### config.mk
export PLATFORM = sky130hd
export DESIGN_NAME = fetch_unit
export DESIGN_NICKNAME = d
export VERILOG_FILES = /design/src/rtl/fetch_pkg.sv /design/src/rtl/if_id_reg.sv /design/src/rtl/fetch_unit.sv
export SDC_FILE = /design/constraint.sdc
export NUM_CORES = 1
export LEC_CHECK = 0
export CAP_MARGIN = 20
export CORE_MARGIN = 5
export CORE_UTILIZATION = 35
export DETAILED_ROUTE_END_ITERATION = 10
export GPL_ROUTABILITY_DRIVEN = 1
export GPL_TIMING_DRIVEN = 0
export HOLD_SLACK_MARGIN = 0.05
export PLACE_DENSITY = 0.72
export SYNTH_ARGS = -nofsm -noshare
export SYNTH_HDL_FRONTEND = slang
export SYNTH_SLANG_ARGS = --single-unit
### constraint.sdc
create_clock -name clk -period 5.52 [get_ports clk]
set_input_delay 1.656 -clock clk [delete_from_list [all_inputs] [get_ports clk]]
set_output_delay 1.656 -clock clk [all_outputs]
set_load 0.05 [all_outputs]
### src/rtl/fetch_pkg.sv
// -----------------------------------------------------------------------------
// fetch_pkg
// Shared types and constants for the instruction fetch stage.
//   XLEN        : width of the fields carried in the IF/ID entry
//   NOP_INSTR   : canonical NOP (addi x0,x0,0). Presented on reset and with
//                 every fault entry.
//   FS_*_ENC    : fixed state encodings. The enum literals are bound to these
//                 values so that the encoding stays stable for anything that
//                 decodes the raw state bits.
//   fetch_state_e : fetch FSM state
//   if_id_t     : payload of the IF/ID pipeline register
// -----------------------------------------------------------------------------
package fetch_pkg;

    localparam int XLEN = 32;

    localparam logic [XLEN-1:0] NOP_INSTR = 32'h0000_0013;

    localparam logic [1:0] FS_IDLE_ENC  = 2'd0;
    localparam logic [1:0] FS_FETCH_ENC = 2'd1;
    localparam logic [1:0] FS_FAULT_ENC = 2'd2;

    typedef enum logic [1:0] {
        FS_IDLE  = FS_IDLE_ENC,
        FS_FETCH = FS_FETCH_ENC,
        FS_FAULT = FS_FAULT_ENC
    } fetch_state_e;

    typedef struct packed {
        logic [XLEN-1:0] instr;
        logic [XLEN-1:0] pc;
        logic            fault;
    } if_id_t;

    // A fetch target is legal only when it is word aligned.
    function automatic logic is_misaligned(input logic [1:0] low_bits);
        return low_bits != 2'b00;
    endfunction

endpackage

### src/rtl/if_id_reg.sv
// -----------------------------------------------------------------------------
// if_id_reg
// Single-entry valid/ready pipeline register between fetch and decode.
//   clk      : clock
//   rst_n    : asynchronous active-low reset
//   load     : capture d this edge (only honoured when can_load is high)
//   flush    : drop the held entry; wins over load and over a transfer
//   ready    : downstream accepts the held entry this cycle
//   d        : entry to capture
//   can_load : register is empty or being drained this cycle
//   valid    : register holds an entry
//   q        : held entry
// Precedence: flush > load > drain-on-transfer > hold. The payload is left
// untouched by flush and drain; only valid qualifies it.
// -----------------------------------------------------------------------------
module if_id_reg
    import fetch_pkg::*;
(
    input  logic   clk,
    input  logic   rst_n,
    input  logic   load,
    input  logic   flush,
    input  logic   ready,
    input  if_id_t d,
    output logic   can_load,
    output logic   valid,
    output if_id_t q
);

    localparam if_id_t RESET_ENTRY = '{instr: NOP_INSTR, pc: '0, fault: 1'b0};

    logic   valid_reg;
    logic   valid_next;
    if_id_t data_reg;
    if_id_t data_next;

    assign can_load = !valid_reg || ready;

    always_comb begin
        valid_next = valid_reg;
        data_next  = data_reg;
        if (flush) begin
            valid_next = 1'b0;
        end else if (load && can_load) begin
            valid_next = 1'b1;
            data_next  = d;
        end else if (valid_reg && ready) begin
            // Entry consumed with nothing to replace it.
            valid_next = 1'b0;
        end
    end

    always_ff @(posedge clk or negedge rst_n) begin
        if (!rst_n) begin
            valid_reg <= 1'b0;
            data_reg  <= RESET_ENTRY;
        end else begin
            valid_reg <= valid_next;
            data_reg  <= data_next;
        end
    end

    assign valid = valid_reg;
    assign q     = data_reg;

endmodule

### src/rtl/fetch_unit.sv
// -----------------------------------------------------------------------------
// fetch_unit
// Instruction fetch stage. Owns the PC, drives the combinational instruction
// ROM and registers each fetched word into the IF/ID register (if_id_reg)
// with a valid/ready handshake toward decode. Redirects from execute have
// priority over everything and flush the IF/ID register.
//
// Parameters:
//   ADDR_WIDTH   : PC / ROM byte address width (<= XLEN)
//   DATA_WIDTH   : instruction width (<= XLEN)
//   RESET_VECTOR : PC loaded at reset
//
// Ports:
//   clk, rst_n        : clock, asynchronous active-low reset
//   imem_addr_o       : ROM byte address, straight from the PC register
//   imem_data_i       : ROM data, valid in the same cycle
//   redirect_valid_i  : taken branch / jump from execute
//   redirect_pc_i     : redirect target
//   if_valid_o        : IF/ID holds an instruction
//   if_ready_i        : decode accepts (transfer = if_valid_o && if_ready_i)
//   if_instr_o        : registered instruction
//   if_pc_o           : PC of if_instr_o
//   if_fault_o        : misaligned-fetch fault, qualified by if_valid_o
//
// Build option FETCH_PERF_CNT_EN adds two free-running 32-bit counters:
//   perf_fetched_o    : transfers that were not voided by a redirect
//   perf_stall_o      : cycles with if_valid_o && !if_ready_i
// -----------------------------------------------------------------------------
module fetch_unit
    import fetch_pkg::*;
#(
    parameter int                    ADDR_WIDTH   = 32,
    parameter int                    DATA_WIDTH   = 32,
    parameter logic [ADDR_WIDTH-1:0] RESET_VECTOR = '0
) (
    input  logic                  clk,
    input  logic                  rst_n,
    output logic [ADDR_WIDTH-1:0] imem_addr_o,
    input  logic [DATA_WIDTH-1:0] imem_data_i,
    input  logic                  redirect_valid_i,
    input  logic [ADDR_WIDTH-1:0] redirect_pc_i,
    output logic                  if_valid_o,
    input  logic                  if_ready_i,
    output logic [DATA_WIDTH-1:0] if_instr_o,
    output logic [ADDR_WIDTH-1:0] if_pc_o,
    output logic                  if_fault_o
`ifdef FETCH_PERF_CNT_EN
    ,
    output logic [31:0]           perf_fetched_o,
    output logic [31:0]           perf_stall_o
`endif
);

    fetch_state_e          state_reg;
    fetch_state_e          state_next;
    logic [ADDR_WIDTH-1:0] pc_reg;
    logic [ADDR_WIDTH-1:0] pc_next;
    // Set by a misaligned redirect; cleared once the single fault entry has
    // been placed in IF/ID. Without it, "fault entry not yet issued" and
    // "fault entry already consumed" both look like an empty register.
    logic                  fault_pending_reg;
    logic                  fault_pending_next;

    logic                  reg_load;
    logic                  reg_flush;
    logic                  reg_can_load;
    logic                  reg_valid;
    if_id_t                reg_d;
    if_id_t                reg_q;

    logic                  redirect_misaligned;

    assign redirect_misaligned = is_misaligned(redirect_pc_i[1:0]);

    // -------------------------------------------------------------------------
    // Next-state logic. A redirect overrides every state: the PC takes the
    // target and IF/ID is flushed, so a transfer in the same cycle is void.
    // -------------------------------------------------------------------------
    always_comb begin
        state_next         = state_reg;
        pc_next            = pc_reg;
        fault_pending_next = fault_pending_reg;
        reg_load           = 1'b0;
        reg_flush          = 1'b0;
        reg_d              = '{instr: XLEN'(imem_data_i), pc: XLEN'(pc_reg), fault: 1'b0};

        if (redirect_valid_i) begin
            reg_flush = 1'b1;
            pc_next   = redirect_pc_i;
            if (redirect_misaligned) begin
                state_next         = FS_FAULT;
                fault_pending_next = 1'b1;
            end else begin
                state_next         = FS_FETCH;
                fault_pending_next = 1'b0;
            end
        end else begin
            case (state_reg)
                FS_IDLE: begin
                    // Reset bubble: nothing is fetched on the first edge.
                    state_next = FS_FETCH;
                end
                FS_FETCH: begin
                    // When IF/ID is full and stalled, nothing moves: the PC
                    // holds and the ROM word is simply re-read next cycle.
                    if (reg_can_load) begin
                        reg_load = 1'b1;
                        pc_next  = pc_reg + ADDR_WIDTH'(4);
                    end
                end
                FS_FAULT: begin
                    // Issue exactly one fault entry carrying the bad target,
                    // then sit idle until execute redirects us elsewhere.
                    if (fault_pending_reg && reg_can_load) begin
                        reg_load           = 1'b1;
                        reg_d              = '{instr: NOP_INSTR, pc: XLEN'(pc_reg), fault: 1'b1};
                        fault_pending_next = 1'b0;
                    end
                end
                default: begin
                    state_next = FS_IDLE;
                end
            endcase
        end
    end

    always_ff @(posedge clk or negedge rst_n) begin
        if (!rst_n) begin
            state_reg         <= FS_IDLE;
            pc_reg            <= RESET_VECTOR;
            fault_pending_reg <= 1'b0;
        end else begin
            state_reg         <= state_next;
            pc_reg            <= pc_next;
            fault_pending_reg <= fault_pending_next;
        end
    end

    if_id_reg u_if_id_reg (
        .clk      (clk),
        .rst_n    (rst_n),
        .load     (reg_load),
        .flush    (reg_flush),
        .ready    (if_ready_i),
        .d        (reg_d),
        .can_load (reg_can_load),
        .valid    (reg_valid),
        .q        (reg_q)
    );

    assign imem_addr_o = pc_reg;
    assign if_valid_o  = reg_valid;
    assign if_instr_o  = DATA_WIDTH'(reg_q.instr);
    assign if_pc_o     = ADDR_WIDTH'(reg_q.pc);
    assign if_fault_o  = reg_q.fault;

`ifdef FETCH_PERF_CNT_EN
    // -------------------------------------------------------------------------
    // Performance counters. Index 0 counts committed transfers (a transfer
    // coinciding with a redirect is void and not counted), index 1 counts
    // stall cycles. Both wrap naturally at 2^32.
    // -------------------------------------------------------------------------
    logic [1:0] perf_event;

    assign perf_event[0] = reg_valid && if_ready_i && !redirect_valid_i;
    assign perf_event[1] = reg_valid && !if_ready_i;

    for (genvar gi = 0; gi < 2; gi++) begin : g_perf
        logic [31:0] cnt_reg;

        always_ff @(posedge clk or negedge rst_n) begin
            if (!rst_n) begin
                cnt_reg <= '0;
            end else if (perf_event[gi]) begin
                cnt_reg <= cnt_reg + 32'd1;
            end
        end
    end

    assign perf_fetched_o = g_perf[0].cnt_reg;
    assign perf_stall_o   = g_perf[1].cnt_reg;
`endif

endmodule

; ---- Word level (Yosys, flattened, before mapping)
; Cells that the tools add are included.
[op_classes]
shift = 0
order_cmp = 0
n_reduce_logical = 16
n_eq_ne = 3
bitwise = 1
add_sub_neg = 1
div = 0
multipliers = 0
n_mux = 21
[op_table]
columns = cell, count
row1 = 65-bit 2-to-1 mux, 3
row2 = 32-bit 2-to-1 mux, 3
row3 = "32-bit by 3-bit adder with 32-bit output, second input constant", 1
row4 = 1-bit 2-to-1 mux, 11
row5 = 2-bit nonzero test, 5
row6 = 2-bit AND reduction, 3
row7 = 2-bit 2-to-1 mux, 2
row8 = 2-bit one-hot mux with 2 select lines, 1
row9 = 1-bit logical AND, 3
row10 = 3-bit nonzero test, 1
row11 = "2-bit by 1-bit equality test with 1-bit output, second input constant", 1
row12 = "2-bit equality test, second input constant", 1
row13 = 2-bit zero test, 1
row14 = "2-bit by 1-bit != test with 1-bit output, second input constant", 1
row15 = 1-bit one-hot mux with 2 select lines, 1
row16 = 2-bit OR reduction, 1
row17 = 1-bit zero test, 1
row18 = 1-bit logical OR, 1
row19 = 1-bit inverter, 1
[totals]
ram_bits = 0
in_bits = 68
word_cells = 49
out_inout_bits = 98
mem_bits_ro = 0
register_bits = 101
latchBits = 0
mem_count = 0

; ---- Depth between registers and ports, before layout
; Gate-level depths: netlist of the first run.
[depth]
word_depth = 9
depth_mapped = 9
depth_no_buf = 6

; ---- Hierarchy
; From an unflattened synthesis of the first run, not the netlist that was laid out.
[unflattened]
cells_unflattened = 431
hier_area_um2 = 5207.5
[by_module_without_submodules]
columns = module, cells_per_inst, seq_area_each_um2, area_each_um2, n_inst
row1 = if_id_reg, 143, 1655.3, 2728.9, 1
row2 = fetch_unit, 288, 875.8, 2478.6, 1

; ---- Least setup slack after synthesis of the first run
; Ideal clock, no wire load.
[synth_path]
kind = input -> register
startpoint = input port if_ready_i
endpoint = register u_if_id_reg.data_reg, in the netlist u_if_id_reg.q[10]
cell_stages = 6
path_buffers = 2
t_arrival_ps = 2980
setup_time_ps = 125
required_ps = 5395
path_slack_ps = 2415
path_cell_list = nand2b_1 > nand2_1 > or2_2 > clkbuf_1 > clkbuf_1 > mux2_2
[synth_via]
elab_chain_cells = 7
elab_cells_between_ends = 8
cone_classes = mux: 4 / reduce/logical: 4
[synth_lines]
columns = item, line
row1 = from (decl), fetch_unit.sv:43  ; input logic if_ready_i,
row2 = 1-bit logical OR *, if_id_reg.sv:37  ; assign can_load = !valid_reg || ready;
row3 = 1-bit logical AND, fetch_unit.sv:114  ; if (fault_pending_reg && reg_can_load) begin
row4 = 1-bit 2-to-1 mux, fetch_unit.sv:114
row5 = 1-bit one-hot mux with 2 select lines, fetch_unit.sv:98  ; case (state_reg)
row6 = 1-bit 2-to-1 mux, fetch_unit.sv:87  ; if (redirect_valid_i) begin
row7 = 1-bit logical AND *, if_id_reg.sv:44  ; end else if (load && can_load) begin
row8 = 2-bit AND reduction (no source line) *, --
row9 = to (signal assigned), if_id_reg.sv:59  ; data_reg <= data_next;
row10 = to (decl), if_id_reg.sv:34  ; if_id_t data_reg;
; Mark *: on every way between the ends. The rest lies on a longest branch, timed or not.
; A chain may end at the register's enable or synchronous reset.

; ---- Worst setup path after layout of the first run
[layout_path]
startpoint = input port redirect_valid_i
endpoint = register u_if_id_reg.data_reg, in the netlist u_if_id_reg.q[3]
[layout_via]
elab_chain_cells = 3
elab_cells_between_ends = 6
cone_classes = mux: 3 / bitwise: 1 / reduce/logical: 2
[layout_lines]
columns = item, line
row1 = from (decl), fetch_unit.sv:40  ; input logic redirect_valid_i,
row2 = 1-bit 2-to-1 mux, fetch_unit.sv:87
row3 = 1-bit logical AND / 1-bit inverter (equally long branches), --
row4 = 2-bit AND reduction (no source line), --
; Several ways; a longest one is shown, not always the timed one.

==> flow_summary.json, run 1 <==
{
  "dp_hpwl_um": 10600,
  "yosys-top-cells-area": "dfrtp_1 (51%), mux2_2 (8.0%), a22o_1 (5.5%)",
  "nets": 691,
  "maxCapViolations": 0,
  "p_leak_nw": 2.88,
  "cts_buffers": 9,
  "die_area_um2": 16100,
  "tightest_slew_ps": 892,
  "synth.mux.area_fraction_pct": 8.40,
  "gp_congestion": 0.875,
  "pre_cts_ws_ps": 1420,
  "syn_inst": 442,
  "start_util_pct": 35.9,
  "num_vias": 4126,
  "critPathKind": "primary input to flop",
  "h-tree-depth": 3,
  "ctsResizeCount": 0,
  "yosysWarnings": 0,
  "hold_viol": 0,
  "critPathArrivalTime_ps": 3920,
  "synth_top_family_by_area": "simple AND/OR/NAND/NOR gates",
  "antenna_found_initial": 0,
  "final-max-slew-violation-count": 0,
  "hold_buffers": 0,
  "worstPathMaxFanout": 10,
  "drive_above_1_share_pct": 14.6,
  "peakVddDrop_v": 0.000405,
  "start_kind": "primary input",
  "clk_latency_ps": 350,
  "ios": 166,
  "clock_skew_ps": 7.38,
  "grt_max_degree": 57,
  "totalPowerFinal_mw": 3.85,
  "avgViaCountPerCell": 5.16,
  "core_area_um2": 13300,
  "synth_seq_cells": 101,
  "yosysUniqueCellTypes": 45,
  "cts_setup_buffers": 0,
  "synthSimpleGateAreaFrac_pct": 15.0,
  "rsz0062_at_grt": "false",
  "finalSetupViolCount": 0,
  "io_buffers": 165,
  "cts.clk_slew.worst_paths_ps": 70,
  "routed_wl_um": 14000,
  "cts_root_buf": "clkbuf_16",
  "die_w_um": 127,
  "diodes": 0,
  "synth-xor-area-share_pct": 1.10,
  "drc": 0,
  "area_growth_pct": 46.8,
  "run_status": "completed",
  "wire_per_inst_um": 17.5,
  "finalCriticalPeriod_ps": 3690,
  "yosysTopAreaCellShare_pct": 51.1,
  "slew_headroom_pct": 40.0,
  "min_path_type": "flop to flop",
  "worst_slack_ps": 1830,
  "antenna_left": 0,
  "max_freq_ghz": 0.271,
  "synth_area_leader_cell": "dfrtp_1",
  "synthAdderAreaFrac_pct": 1.04,
  "grt_usage_pct": 17.6,
  "synth_nets": 514,
  "rows": 42,
  "fin_area_um2": 7040,
  "drt_pass1_iterations": 4,
  "grt.overflow.total": 0,
  "critPathRequiredTime_ps": 5750,
  "grt_pass1_vias": 4372,
  "largest_register_ffs": 65,
  "ys_seq_area_share_pct": 52.8,
  "end_kind": "flop",
  "syn_area_um2": 4800,
  "grt_pass1_wl_um": 22600,
  "clock_path_buffers": 2,
  "powerDensity_nw_per_um2": 547,
  "initialDrtViolationCount": 198,
  "tritoncts": "done",
  "syn_area_per_cell_um2": 10.9,
  "clock_sinks": 101,
  "synth_compound_area_share_pct": 13.6,
  "die_h_um": 127,
  "place_area_um2": 6690,
  "period_share_pct": 66.8
}
Yosys cell counts:
master	count
xnor2_1	1
nor4_1	3
o21ai_0	15
nor2b_1	6
nor3_1	2
o311ai_0	2
a22o_1	30
nor3b_1	1
ha_1	4
or4_1	12
nand3b_1	1
a22oi_1	4
mux2i_1	2
mux2_2	34
o31a_1	1
nand3_1	19
nand2_1	32
o211ai_1	1
clkbuf_1	26
or3_1	4
a31oi_1	13
dfrtp_1	98
buf_2	1
nand4_1	17
nor4b_1	1
or4b_1	1
o31ai_1	13
xor2_1	5
dfstp_2	3
nor2_1	22
buf_1	3
or3b_2	1
o22a_1	3
and4_1	1
inv_1	8
a21oi_1	4
a311o_1	2
or2_1	1
nand2b_1	1
or2_2	1
and3_1	5
and2_1	4
buf_4	32
nand3_2	1
a21boi_0	1
critical path, stage by stage:
cell and delay (ps):
clkdlybuf4s50_1 530, nor2b_1 120, nand2_1 110, or2_2 120
clkbuf_1 390, clkbuf_1 590, mux2_2 410
area by class of cell:
class / instances / area (um2)
plain buffers: 62 / 354
clock buffers: 10 / 239
clock inverters: 6 / 110
fillers: 1229 / 6300
inverters: 8 / 30.0
multi-input cells: 271 / 1880
flip-flops and latches: 101 / 2530
well taps: 176 / 220
repair buffers: 166 / 1680
path summary, 6_finish.rpt:
path / depth (start not counted) / to / slack, ps / from
max: 7 / u_if_id_reg.q[3]$_DFFE_PN0P_ / 1830 / redirect_valid_i
min: 2 / u_if_id_reg.q[0]$_DFFE_PN0P_ / 490 / u_if_id_reg.q[0]$_DFFE_PN0P_
max reg2reg: 8 / u_if_id_reg.q[3]$_DFFE_PN0P_ / 2830 / state_reg[0]$_DFFE_PN0P_
min reg2reg: 2 / u_if_id_reg.q[0]$_DFFE_PN0P_ / 490 / u_if_id_reg.q[0]$_DFFE_PN0P_
max in group asynchronous: 2 / u_if_id_reg.q[34]$_DFFE_PN1P_ / 3470 / rst_n
min in group asynchronous: 1 / u_if_id_reg.q[29]$_DFFE_PN0P_ / 1320 / rst_n
report_power, final:
part | internal [mW] | switching, mW
combinational | 0.714 | 1.22
clock | 0.454 | 0.279
sequential | 1.01 | 0.172
logic make-up after synthesis:
group | after synthesis
AOI/OAI and AO/OA | 89
xor gates and xnor gates | 6
adders and majority gates | 4
buffers and inverters | 70
DFF | 101
muxes | 36
and+or+nand+nor | 136
cell usage in the layout, fill, tap and decap left out, drive strengths merged, types with 15 or more instances in the layout:
cell type	netlist	routed
mux2	34	34
nand2	32	32
nand3	20	20
clkdlybuf4s50	0	164
dfrtp	98	98
nor2	22	22
clkbuf	26	36
buf	36	38
o21ai	15	15
a22o	30	30
nand4	17	17
metrics by stage:
| stage | hold slack, ps | cells | setup TNS, ps | util (%) |
|---|---|---|---|---|
| global placement | 474 | 783 | -97870 | 50.0 |
| detailed placement | 478 | 784 | 0 | 50.1 |
| CTS | 492 | 800 | 0 | 52.8 |
| floorplan | 473 | 442 | 0 | - |
| finish | 486 | 800 | 0 | 52.8 |
| global route | 515 | 800 | 0 | 52.8 |
per-layer routing:
layer  track usage, %  vias to the layer above  share of wire (%)
li1                 -                     1944                  -
met4             7.70                        0                2.0
met5                0                        -                  0
met2             28.6                      164                 49
met3             6.05                       20                8.3
met1             21.2                     1998                 40
No activity file was read; power rests on OpenSTA's default activity.
==> run 2, diff against run 1 <==
- PLACE_DENSITY: 0.72 -> 0.74
- clock period: 5.52 -> 3.2 ns (I/O delays scaled with it)
==> flow_summary.json, run 2 (synthesized netlist as in run 1, its figures left out) <==
{
  "grt_max_degree": 53,
  "area_growth_pct": 45.3,
  "num_vias": 4132,
  "end_kind": "flop",
  "powerDensity_nw_per_um2": 918,
  "tritoncts": "done",
  "critPathRequiredTime_ps": 3430,
  "clock_skew_ps": 8.75,
  "layout_common_cells": "clkdlybuf4s50_1 (164), dfrtp_1 (98), mux2_2 (34)",
  "drt_pass1_iterations": 6,
  "grt_pass1_wl_um": 22000,
  "min_path_type": "flop to flop",
  "r2r-start": "state_reg[0]$_DFFE_PN0P_",
  "wire_per_inst_um": 17.3,
  "clock_path_buffers": 2,
  "hp-start": "u_if_id_reg.q[19]$_DFFE_PN0P_",
  "fillCellCount": 1227,
  "start_kind": "primary input",
  "h-tree-depth": 3,
  "period_share_pct": 94.3,
  "rows": 42,
  "multi_input_area_um2": 1880,
  "final-max-slew-violation-count": 0,
  "dp_hpwl_um": 10500,
  "critPathArrivalTime_ps": 3240,
  "cts.clk_slew.worst_paths_ps": 60,
  "finalCriticalPeriod_ps": 3020,
  "worstPathMaxFanout": 10,
  "final_common_cell": "clkdlybuf4s50_1",
  "grt_usage_pct": 17.0,
  "clk_latency_ps": 340,
  "gp_congestion": 0.839,
  "drc": 0,
  "ctsResizeCount": 0,
  "die_w_um": 127,
  "io_buffers": 165,
  "cts_root_buf": "clkbuf_16",
  "core_area_um2": 13300,
  "max_freq_ghz": 0.331,
  "cts_setup_buffers": 0,
  "seq_area_um2": 2530,
  "drive_above_1_share_pct": 14.2,
  "worst_slack_ps": 182,
  "initialDrtViolationCount": 278,
  "rsz0062_at_grt": "false",
  "avgViaCountPerCell": 5.18,
  "start_util_pct": 35.9,
  "p_leak_nw": 2.85,
  "die_h_um": 127,
  "tightest_slew_ps": 924,
  "slew_headroom_pct": 37.8,
  "final_core_util_pct": 52.2,
  "clock_sinks": 101,
  "fin_setup_tns_ps": 0,
  "startpoint": "redirect_valid_i",
  "grt.overflow.total": 0,
  "largest_register_ffs": 65,
  "r2r_cells": 8,
  "diodes": 0,
  "hold_viol": 0,
  "finalSetupViolCount": 0,
  "cts_buffers": 9,
  "critPathKind": "primary input to flop",
  "maxCapViolations": 0,
  "hold_buffers": 0,
  "pre_cts_ws_ps": -218,
  "antenna_left": 0,
  "antenna_found_initial": 0,
  "routed_wl_um": 13800,
  "ios": 166,
  "peakVddDrop_v": 0.000532,
  "run_status": "completed",
  "nets": 691,
  "hold_path_depth": 1,
  "die_area_um2": 16100,
  "grt_pass1_vias": 4224
}
[run 2: area by class of cell]
class                           instances  area share (%)
Timing Repair Buffer                  166            24.1
Inverter                                8           0.431
Tap cell                              176            3.16
Multi-Input combinational cell        271            27.0
Clock inverter                          1           0.108
Clock buffer                           12            3.82
Sequential cell                       101            36.3
Buffer                                 62            5.08
[run 2: per-layer routing]
layer / share of wire [%] / global-route usage (%) / up-vias
met5: 0 / 0 / -
met4: 2.3 / 6.56 / 0
met3: 7.5 / 4.47 / 25
met2: 48 / 27.6 / 170
met1: 42 / 21.9 / 1994
li1: - / - / 1943
[run 2: worst paths after layout]
path                                                  to  slack [ps]
min                        u_if_id_reg.q[19]$_DFFE_PN0P_         500
max                         u_if_id_reg.q[2]$_DFFE_PN0P_         180
max reg2reg                 u_if_id_reg.q[2]$_DFFE_PN0P_         530
max in group asynchronous  u_if_id_reg.q[37]$_DFFE_PN1P_        1820
min in group asynchronous  u_if_id_reg.q[25]$_DFFE_PN0P_         640
min reg2reg                u_if_id_reg.q[19]$_DFFE_PN0P_         500
[run 2: where the power goes]
group	total (mW)	internal, mW	switching, mW
clock	1.02	0.578	0.444
combinational	3.34	1.23	2.11
sequential	2.04	1.74	0.298
[run 2: through the flow]
| step | instance area, um2 | power, mW | std cells | hold slack [ps] |
|---|---|---|---|---|
| global route | 6970 | 6.68 | 797 | 518 |
| global placement | 6670 | 5.36 | 783 | 470 |
| floorplan | 4800 | 4.20 | 442 | 473 |
| CTS | 6970 | 6.47 | 797 | 506 |
| detailed placement | 6690 | 5.42 | 784 | 491 |
| finish | 6970 | 6.40 | 797 | 504 |
[run 2: worst max-delay path, cell delays in order]
cell and delay, ps:
clkdlybuf4s50_1 550, nor2b_1 110, nand2_1 110, or2_2 110, clkbuf_1 410, clkbuf_1 580, mux2_2 400
==> run 3, diff against run 2 <==
- PLACE_DENSITY: 0.74 -> 0.73
- SYNTH_HIERARCHICAL: default -> 1
==> flow_summary.json, run 3 <==
{
  "critPathKind": "primary input to flop",
  "cts_buffers": 9,
  "die_h_um": 132,
  "cts.clk_slew.worst_paths_ps": 60,
  "synth_common_cells": "dfrtp_1 (98), mux2_4 (50), buf_4 (33), and2_1 (32), nand2_1 (31)",
  "r2r_cells": 8,
  "syn_area_um2": 5210,
  "drc": 0,
  "wl_met3_um": 546,
  "fillCellCount": 1262,
  "grt_max_degree": 58,
  "dr.max_layer_used": "met4",
  "multi_input_area_um2": 2230,
  "h-tree-depth": 3,
  "synthSimpleGateAreaFrac_pct": 15.2,
  "drt_pass1_iterations": 4,
  "synth_nets": 503,
  "syn_area_per_cell_um2": 12.1,
  "async_reset_ff_share_pct": 100,
  "diodes": 0,
  "wl_met2_um": 7200,
  "seq_area_um2": 2530,
  "die_area_um2": 17400,
  "wl_met1_um": 6060,
  "rsz0062_at_grt": "false",
  "worst_slack_ps": 335,
  "hold_path_depth": 1,
  "finalSetupViolCount": 0,
  "clock_sinks": 101,
  "initialDrtViolationCount": 230,
  "synthAdderAreaFrac_pct": 0.961,
  "peakVddDrop_v": 0.000405,
  "fin_setup_tns_ps": 0,
  "maxCapViolations": 0,
  "syn_inst": 431,
  "min_path_type": "flop to flop",
  "finalCriticalPeriod_ps": 2870,
  "tightest_slew_ps": 589,
  "io_buffers": 165,
  "max_freq_ghz": 0.349,
  "grt_usage_pct": 16.2,
  "grt_pass1_wl_um": 22700,
  "clock_path_buffers": 2,
  "end_kind": "flop",
  "synth_edf_count": 0,
  "grt.overflow.total": 0,
  "p_leak_nw": 3.11,
  "start_kind": "primary input",
  "critPathArrivalTime_ps": 3100,
  "run_status": "completed",
  "yosys-top-cells-area": "dfrtp_1 (47%), mux2_4 (14%), buf_4 (4.8%)",
  "synth_area_leader_cell": "dfrtp_1",
  "largest_register_ffs": 65,
  "critPathSlowestCell": "clkdlybuf4s50_1",
  "ff2ff_setup_slack_ps": 970,
  "routed_wl_um": 14200,
  "wire_per_inst_um": 17.8,
  "totalPowerFinal_mw": 6.68,
  "period_share_pct": 89.5,
  "gp_congestion": 0.802,
  "antenna_left": 0,
  "yosysTopAreaCellShare_pct": 47.1,
  "powerDensity_nw_per_um2": 903,
  "hp-start": "u_if_id_reg/q[0]$_DFFE_PN0P_",
  "hold_viol": 0,
  "worstHoldEndpoint": "u_if_id_reg/q[0]$_DFFE_PN0P_",
  "clock_skew_ps": 10.2,
  "r2r-start": "state_reg[1]$_DFFE_PN0P_",
  "reg2reg_to": "u_if_id_reg/q[10]$_DFFE_PN0P_",
  "worst_path_largest_cell_delay_ps": 460,
  "core_area_um2": 14600,
  "synth.mux.area_fraction_pct": 18.5,
  "final-max-slew-violation-count": 0,
  "num_vias": 3930,
  "worstPathMaxFanout": 17,
  "synth.most_common_cell": "dfrtp_1",
  "synth_top_family_by_area": "multiplexers",
  "yosysUniqueCellTypes": 38,
  "synth-xor-area-share_pct": 1.68,
  "synth_flop_cell": "dfrtp_1",
  "slew_headroom_pct": 60.8,
  "grt_pass1_vias": 4288,
  "drive_above_1_share_pct": 22.4,
  "synth_seq_cells": 101,
  "pre_cts_ws_ps": -320,
  "start_util_pct": 35.7,
  "area_growth_pct": 42.1,
  "rows": 44,
  "critPathRequiredTime_ps": 3430,
  "synth_compound_area_share_pct": 6.27,
  "dp_hpwl_um": 10600,
  "cts_setup_buffers": 0,
  "tritoncts": "done",
  "final_common_cell": "clkdlybuf4s50_1",
  "die_w_um": 132,
  "cts_root_buf": "clkbuf_16",
  "antenna_found_initial": 0,
  "crit_chain": "clkdlybuf4s50_1 > clkbuf_2 > nor4bb_2 > nor3b_2 > buf_6 > buf_12 > mux2_4",
  "final_core_util_pct": 50.7,
  "yosysWarnings": 6,
  "nets": 679,
  "ios": 166,
  "layout_common_cells": "clkdlybuf4s50_1 (164), dfrtp_1 (98), mux2_4 (50)",
  "clk_latency_ps": 350,
  "avgViaCountPerCell": 4.94,
  "ys_seq_area_share_pct": 48.6
}
[run 3: layer usage]
layer,global-route usage [%],up-vias
met3,3.09,24
li1,-,1856
met5,0,-
met2,28.0,101
met4,7.14,0
met1,19.6,1949
[run 3: layout make-up]
class	instances	area share, %
inverters	5	0.254
repair buffers	166	22.7
plain buffers	54	5.88
flip-flops and latches	101	34.2
clock inverters	1	0.0676
multi-input cells	270	30.1
well taps	184	3.11
clock buffers	15	3.75
[run 3: repair_timing]
item	4_1_cts	5_1_grt
resized for setup	0	4
setup endpoints to repair	0	60
hold buffers	0	0
[run 3: how the worst max path moves through the flow]
stage / startpoint / cells after the start / slack, ps / end
after global placement: rst_n / 1 / -2650 / u_if_id_reg/q[11]$_DFFE_PN0P_
after global routing: redirect_valid_i / 6 / 250 / imem_addr_o[17]$_DFFE_PN0P_
final: redirect_valid_i / 7 / 330 / u_if_id_reg/q[10]$_DFFE_PN0P_
after detailed placement: redirect_valid_i / 8 / -320 / u_if_id_reg/q[10]$_DFFE_PN0P_
after CTS: redirect_valid_i / 8 / 40 / u_if_id_reg/q[10]$_DFFE_PN0P_
after floorplan: redirect_valid_i / 7 / 590 / u_if_id_reg/q[10]$_DFFE_PN0P_
[run 3: cells by family (layout without fill, tap and decap cells)]
| logic type | after synthesis | count (layout) |
|---|---|---|
| and+or+nand+nor | 137 | 137 |
| DFF | 101 | 101 |
| muxes | 69 | 69 |
| buffers and inverters | 60 | 241 |
| AOI/OAI and AO/OA | 50 | 50 |
| xor gates and xnor gates | 10 | 10 |
| adders and majority gates | 4 | 4 |
[run 3: through the flow]
step / hold WS, ps / cell area [um2] / std cells
global placement: 492 / 7090 / 780
floorplan: 498 / 5210 / 431
finish: 506 / 7400 / 796
global route: 519 / 7400 / 796
CTS: 509 / 7400 / 797
detailed placement: 492 / 7110 / 781
[run 3: power breakdown]
part	internal, mW	switching [mW]	total, mW
clock network	0.592	0.467	1.06
registers	1.75	0.308	2.06
logic	1.43	2.14	3.57
[run 3: critical path: cells and delay by family]
kind          cells  cell delay, ps
mux               1             310
buf+inv           4            1170
simple gates      2             660
